--- src/rtl/efferent_weight_bank.sv ---
// N x N sign-magnitude synapse weight store with a random-access port and a
// spike fan-out scan engine that streams one source row over valid/ready.
module efferent_weight_bank #(
  parameter int N_NEURONS = 4,
  parameter int WEIGHT_W  = 17,
  parameter int SKIP_ZERO = 0,
  localparam int TAG_W    = $clog2(N_NEURONS)
) (
  input  logic                clk,
  input  logic                rst_n,
  input  logic                write_en,
  input  logic [TAG_W-1:0]    src_tag,
  input  logic [TAG_W-1:0]    dst_tag,
  input  logic [WEIGHT_W-1:0] weight_in,
  input  logic                read_en,
  output logic [WEIGHT_W-1:0] weight_out,
  input  logic                spike_valid,
  input  logic [TAG_W-1:0]    spike_src,
  output logic                spike_ready,
  output logic                out_valid,
  input  logic                out_ready,
  output logic [TAG_W-1:0]    out_dst,
  output logic [WEIGHT_W-1:0] out_weight,
  output logic                busy,
  output logic                scan_done
);

  typedef enum logic [1:0] {IDLE, SCAN, DRAIN} state_t;

  localparam logic [TAG_W:0]   LIMIT = (TAG_W + 1)'(N_NEURONS);
  localparam logic [TAG_W-1:0] LAST  = TAG_W'(N_NEURONS - 1);

  state_t              state, state_n;
  logic [WEIGHT_W-1:0] mem [N_NEURONS][N_NEURONS];
  logic [TAG_W-1:0]    scan_src, idx;
  logic                addr_ok, src_ok, idx_ok;
  logic                free, accept, examine, finish, emit;
  logic [WEIGHT_W-1:0] cur_w;

  assign addr_ok = ({1'b0, src_tag} < LIMIT) && ({1'b0, dst_tag} < LIMIT);
  assign src_ok  = {1'b0, scan_src} < LIMIT;
  assign idx_ok  = {1'b0, idx} < LIMIT;

  // Weight is sampled here, at the moment the entry is loaded into the beat register.
  assign cur_w = (src_ok && idx_ok) ? mem[scan_src][idx] : '0;
  assign emit  = src_ok && idx_ok && ((SKIP_ZERO == 0) || (cur_w[WEIGHT_W-2:0] != '0));
  assign free  = !out_valid || out_ready;

  assign spike_ready = (state == IDLE);
  assign busy        = (state != IDLE);

  always_ff @(posedge clk) begin
    if (!rst_n) begin
      for (int unsigned i = 0; i < N_NEURONS; i++) begin
        for (int unsigned j = 0; j < N_NEURONS; j++) begin
          mem[i][j] <= '0;
        end
      end
      weight_out <= '0;
    end else begin
      if (write_en && addr_ok) begin
        mem[src_tag][dst_tag] <= weight_in;
      end
      if (read_en) begin
        weight_out <= addr_ok ? mem[src_tag][dst_tag] : '0;
      end
    end
  end

  always_ff @(posedge clk) begin
    if (!rst_n) begin
      state <= IDLE;
    end else begin
      state <= state_n;
    end
  end

  always_comb begin
    state_n = state;
    accept  = 1'b0;
    examine = 1'b0;
    finish  = 1'b0;
    case (state)
      IDLE: begin
        if (spike_valid) begin
          accept  = 1'b1;
          state_n = SCAN;
        end
      end
      SCAN: begin
        if (free) begin
          examine = 1'b1;
          if (idx == LAST) begin
            state_n = DRAIN;
          end
        end
      end
      DRAIN: begin
        if (free) begin
          finish  = 1'b1;
          state_n = IDLE;
        end
      end
      default: state_n = IDLE;
    endcase
  end

  always_ff @(posedge clk) begin
    if (!rst_n) begin
      out_valid  <= 1'b0;
      out_dst    <= '0;
      out_weight <= '0;
      scan_done  <= 1'b0;
      scan_src   <= '0;
      idx        <= '0;
    end else begin
      scan_done <= finish;
      if (accept) begin
        scan_src <= spike_src;
        idx      <= '0;
      end
      // A skipped entry still frees the register if the held beat was just taken.
      if (examine) begin
        idx       <= idx + TAG_W'(1);
        out_valid <= emit;
        if (emit) begin
          out_dst    <= idx;
          out_weight <= cur_w;
        end
      end else if (out_ready) begin
        out_valid <= 1'b0;
      end
    end
  end

endmodule
--- config.mk ---
export PLATFORM = sky130hd
export DESIGN_NAME = efferent_weight_bank
export DESIGN_NICKNAME = d
export VERILOG_FILES = /design/src/rtl/efferent_weight_bank.sv
export SDC_FILE = /design/constraint.sdc
export NUM_CORES = 1
export LEC_CHECK = 0
export BUFFER_PORTS_ARGS = -buffer_cell sky130_fd_sc_hd__buf_2
export CAP_MARGIN = 20
export CORE_MARGIN = 5
export CORE_UTILIZATION = 62
export CTS_CLUSTER_DIAMETER = 30
export DETAILED_ROUTE_END_ITERATION = 12
export PLACE_DENSITY_LB_ADDON = 0.05
export SYNTH_ARGS = -nofsm -noshare
export SYNTH_HDL_FRONTEND = slang
export SYNTH_SLANG_ARGS = --single-unit
export TNS_END_PERCENT = 1
--- constraint.sdc ---
create_clock -name clk -period 2.7 [get_ports clk]
set_clock_uncertainty 0.1 [all_clocks]
set_input_delay 0.135 -clock clk [delete_from_list [all_inputs] [get_ports clk]]
set_output_delay 0.135 -clock clk [all_outputs]
set_load 0.02 [all_outputs]
==> summary.md <==
| Metric | Value |
|---|---|
| Num ports | between 60 and 70 |
| Cell area after layout | around 0.020 mm² |
| CP arrival | 2.48 ns |
| Number of flops mapped to enable cells by yosys | roughly 270 |
| Status | complete, no violations |
| Count of different cell masters after synthesis | 42 |
| DRC viols | 0 |
| Layout Cells excl Fill | 1622 |
| Chip Width | 172 µm |
| Routed WL per cell | about 30 µm |
| Core Region | 0.0259 mm² |
| Die area | just under 0.03 mm² |
| CTS Buf Count | 66 |
| Fmax | roughly 460 MHz |
| Sw power | roughly 3.6 mW |
| Pin count of the biggest net entering global routing | 69 |
| Die Y | 172 µm |
| Average size of a mapped cell | 14.7 µm² |
| Clock sinks | roughly 320 |
| Yosys warns | 0 |
| LEAKAGE | 7.08 nW |
| Critical path peak fanout | 11 |
| Mapped Area | 0.0162 mm² |
| All-layer global routing usage | between 30% and 40% |
| Switch share | 23.8% |
| Ys flop type | edfxtp_1 |
| Worst slew pin tran | 0.947 ns |
| Peak VDD IR | around 0.00067 V |
| Clock-pin slew on the worst setup and hold paths | 0.05 ns |
| Internal power | between 10 and 15 mW |
| Initial antenna violation count | 1 |
| Initial Util | between 60 and 70% |
| Drt pass-1 iters | 9 |
| Final period util | roughly 80% |
| Clk_lat worst skew | ~0.56 ns |
| Comb power frac | 9.0% |
| Clock share of power | roughly 53% |
| Hold_sp | weight_in[2] |
| CP Launch Type | input pin |
| Gate Count Post-Synth | between 1000 and 1500 |
| Root Buffer | clkbuf_16 |
| Synth area leaders | edfxtp_1 50%, mux4_2 14%, and2_1 9.9%, dfxtp_1 5.7%, mux2_2 4.7% |
| Top cells by count, synth | 272 x edfxtp_1, 256 x and2_1, 102 x mux4_2 |
| Post-Syn Nets | around 1100 |
| Sequential share of the synthesized area | a little under three fifths |
| Routed wl met3 | around 5000 µm |
| Synth Register Bits | 318 |
| Met1 WL | between 15000 and 20000 µm |
| Grt total ovfl | 0 |
| Nets | 1263 |
| Async S/R FF share, synth | 0% |
| Vias in the first global route | 11000 |
| # fillers | around 1600 |
| Max Slew Vio Count | 0 |
| Worst hold-check path type | in2reg |
| Post-Route WL | ~47000 µm |
| Crit path kind | in2reg |
| Met2 WL post-DR | about 22000 µm |
| Sequential Power Share | between 30% and 40% |
| Critical Path Sink Type | flip-flop |
| Power per cell area | ~770 mW/mm² |
| Longest Clk Path Bufs | 3 |
| Global-route wire length before repair | roughly 70000 µm |
| TritonCTS clock tree | done |
| Cell taking the most area after synthesis | edfxtp_1 |
| RSZ-0062 raised after global routing | false |
| Vias | ~11000 |
| Uppermost routed layer | met4 |
| Routed Antenna Nets | 0 |
| Final setup fails | 0 |
| Port buffer count | 68 |
| Fraction of layout cells with a size suffix above 1 | 35.2% |
| H-tree depth | 3 |
| Post-CTS Setup Bufs | 0 |
| Area growth, synth to finish | 20.7% |
| Max Cap Viol | 0 |
| Post-layout min period | 2.17 ns |
| Routability Congestion | 0.906 |
| Critical path origin | rst_n |
| Slew margin rel. | between 30% and 40% |
| Placed cells | roughly 1500 |
| Most common cell in the netlist | edfxtp_1 |
| Fin. Hold Viols | 0 |
| Hpwl dp | around 30000 µm |
| Placed cell area | approximately 0.017 mm² |
| Post-Route Setup TNS | 0 ns |
| Synth top area share | 50.3% |
| Rows | slightly below 60 |
| Initial DRC Count | about 1200 |
| Vias per cell | approximately 6.7 |
| Crit path required time | approximately 3 ns |
worst max-delay path, stage by stage:
cell and delay, ns:
dlygate4sd3_1 0.55, buf_2 0.25, buf_4 0.27, nand4b_4 0.20, nor2_1 0.55, buf_4 0.35, and2_1 0.17
kinds of logic (layout without fill, tap and decap cells):
kind of cell	after synthesis	count (layout)	synth area share, %
buffers and inverters	101	280	3.03
other	0	2	0
adders and majority gates	1	1	0.0770
AOI/OAI and AO/OA	142	142	6.39
DFF	318	318	55.9
muxes	204	204	20.9
and+or+nand+nor	340	340	13.6
power by group through the flow:
stage	clock [mW]	combinational (mW)	sequential (mW)
after floorplan	0	0.827	5.87
after CTS	7.98	1.35	5.82
final	7.94	1.36	5.82
after global routing	8.27	1.43	5.85
after global placement	0	1.31	5.89
after detailed placement	0	1.32	5.90
cell usage in the layout, fill, tap and decap left out, types with 5 or more instances in the layout:
cell / instances
clkinv_1: 9
a31oi_1: 17
clkbuf_16: 69
mux2_2: 68
nand2b_1: 10
a21boi_0: 27
clkinv_2: 8
and2_1: 256
o221ai_1: 17
edfxtp_1: 272
bufinv_16: 6
nor2_1: 10
dfxtp_1: 43
buf_4: 69
and3_1: 19
mux4_2: 102
a22oi_1: 17
o211ai_1: 19
clkinvlp_4: 8
clkbuf_1: 6
buf_2: 67
o21ai_0: 19
nand2_1: 8
clkinv_4: 5
buf_12: 8
o21ai_2: 9
nand3_1: 5
dlygate4sd3_1: 15
a222oi_1: 17
mux2i_1: 34
metal layers:
layer / vias to the layer above / GRT usage, %
li1: 4576 / -
met1: 5405 / 45.2
met2: 697 / 51.9
met3: 143 / 7.64
met4: 0 / 12.5
met5: - / 0
worst paths after layout:
path | end | slack (ns) | depth (start not counted)
setup / recovery | mem[2][31] | 0.53 | 7
hold / removal | mem[2][53] | 0.02 | 2
setup reg to reg | out_weight[13] | 0.68 | 4
hold reg to reg | scan_src[0] | 0.38 | 2
registers in the layout (all words and copies together), names as in the netlist, named ones only:
name	flops
state	2
out_dst	2
scan_done	1
out_valid	1
mem	272
weight_out	17
out_weight	17
scan_src	2
idx	2
area by class of cell:
class                           instances  area [µm²]  area share (%)
Tap cell                              335         419            2.14
Inverter                                1        3.75          0.0191
Timing Repair Buffer                  159        1160            5.93
Sequential cell                       318        9100            46.4
Multi-Input combinational cell        687        6700            34.2
Clock buffer                           76        1760            8.99
Antenna cell                            2        5.00          0.0255
Clock inverter                         44         458            2.34
repair_timing:
action                                 CTS  global route
resized for setup                        0             0
hold buffers                            15             0
endpoints found under the hold margin  114             0
per-stage QoR:
stage	setup WS, ns	hold slack (ns)	util [%]	total power, mW
global route	0.483	0.0215	75.7	15.6
floorplan	0.269	0.197	-	6.70
finish	0.526	0.0161	75.7	15.1
detailed placement	0.456	0.325	66.5	7.22
global placement	0.528	0.311	66.5	7.19
CTS	0.652	0.000300	75.7	15.1
(Power assumes the default switching activity.)
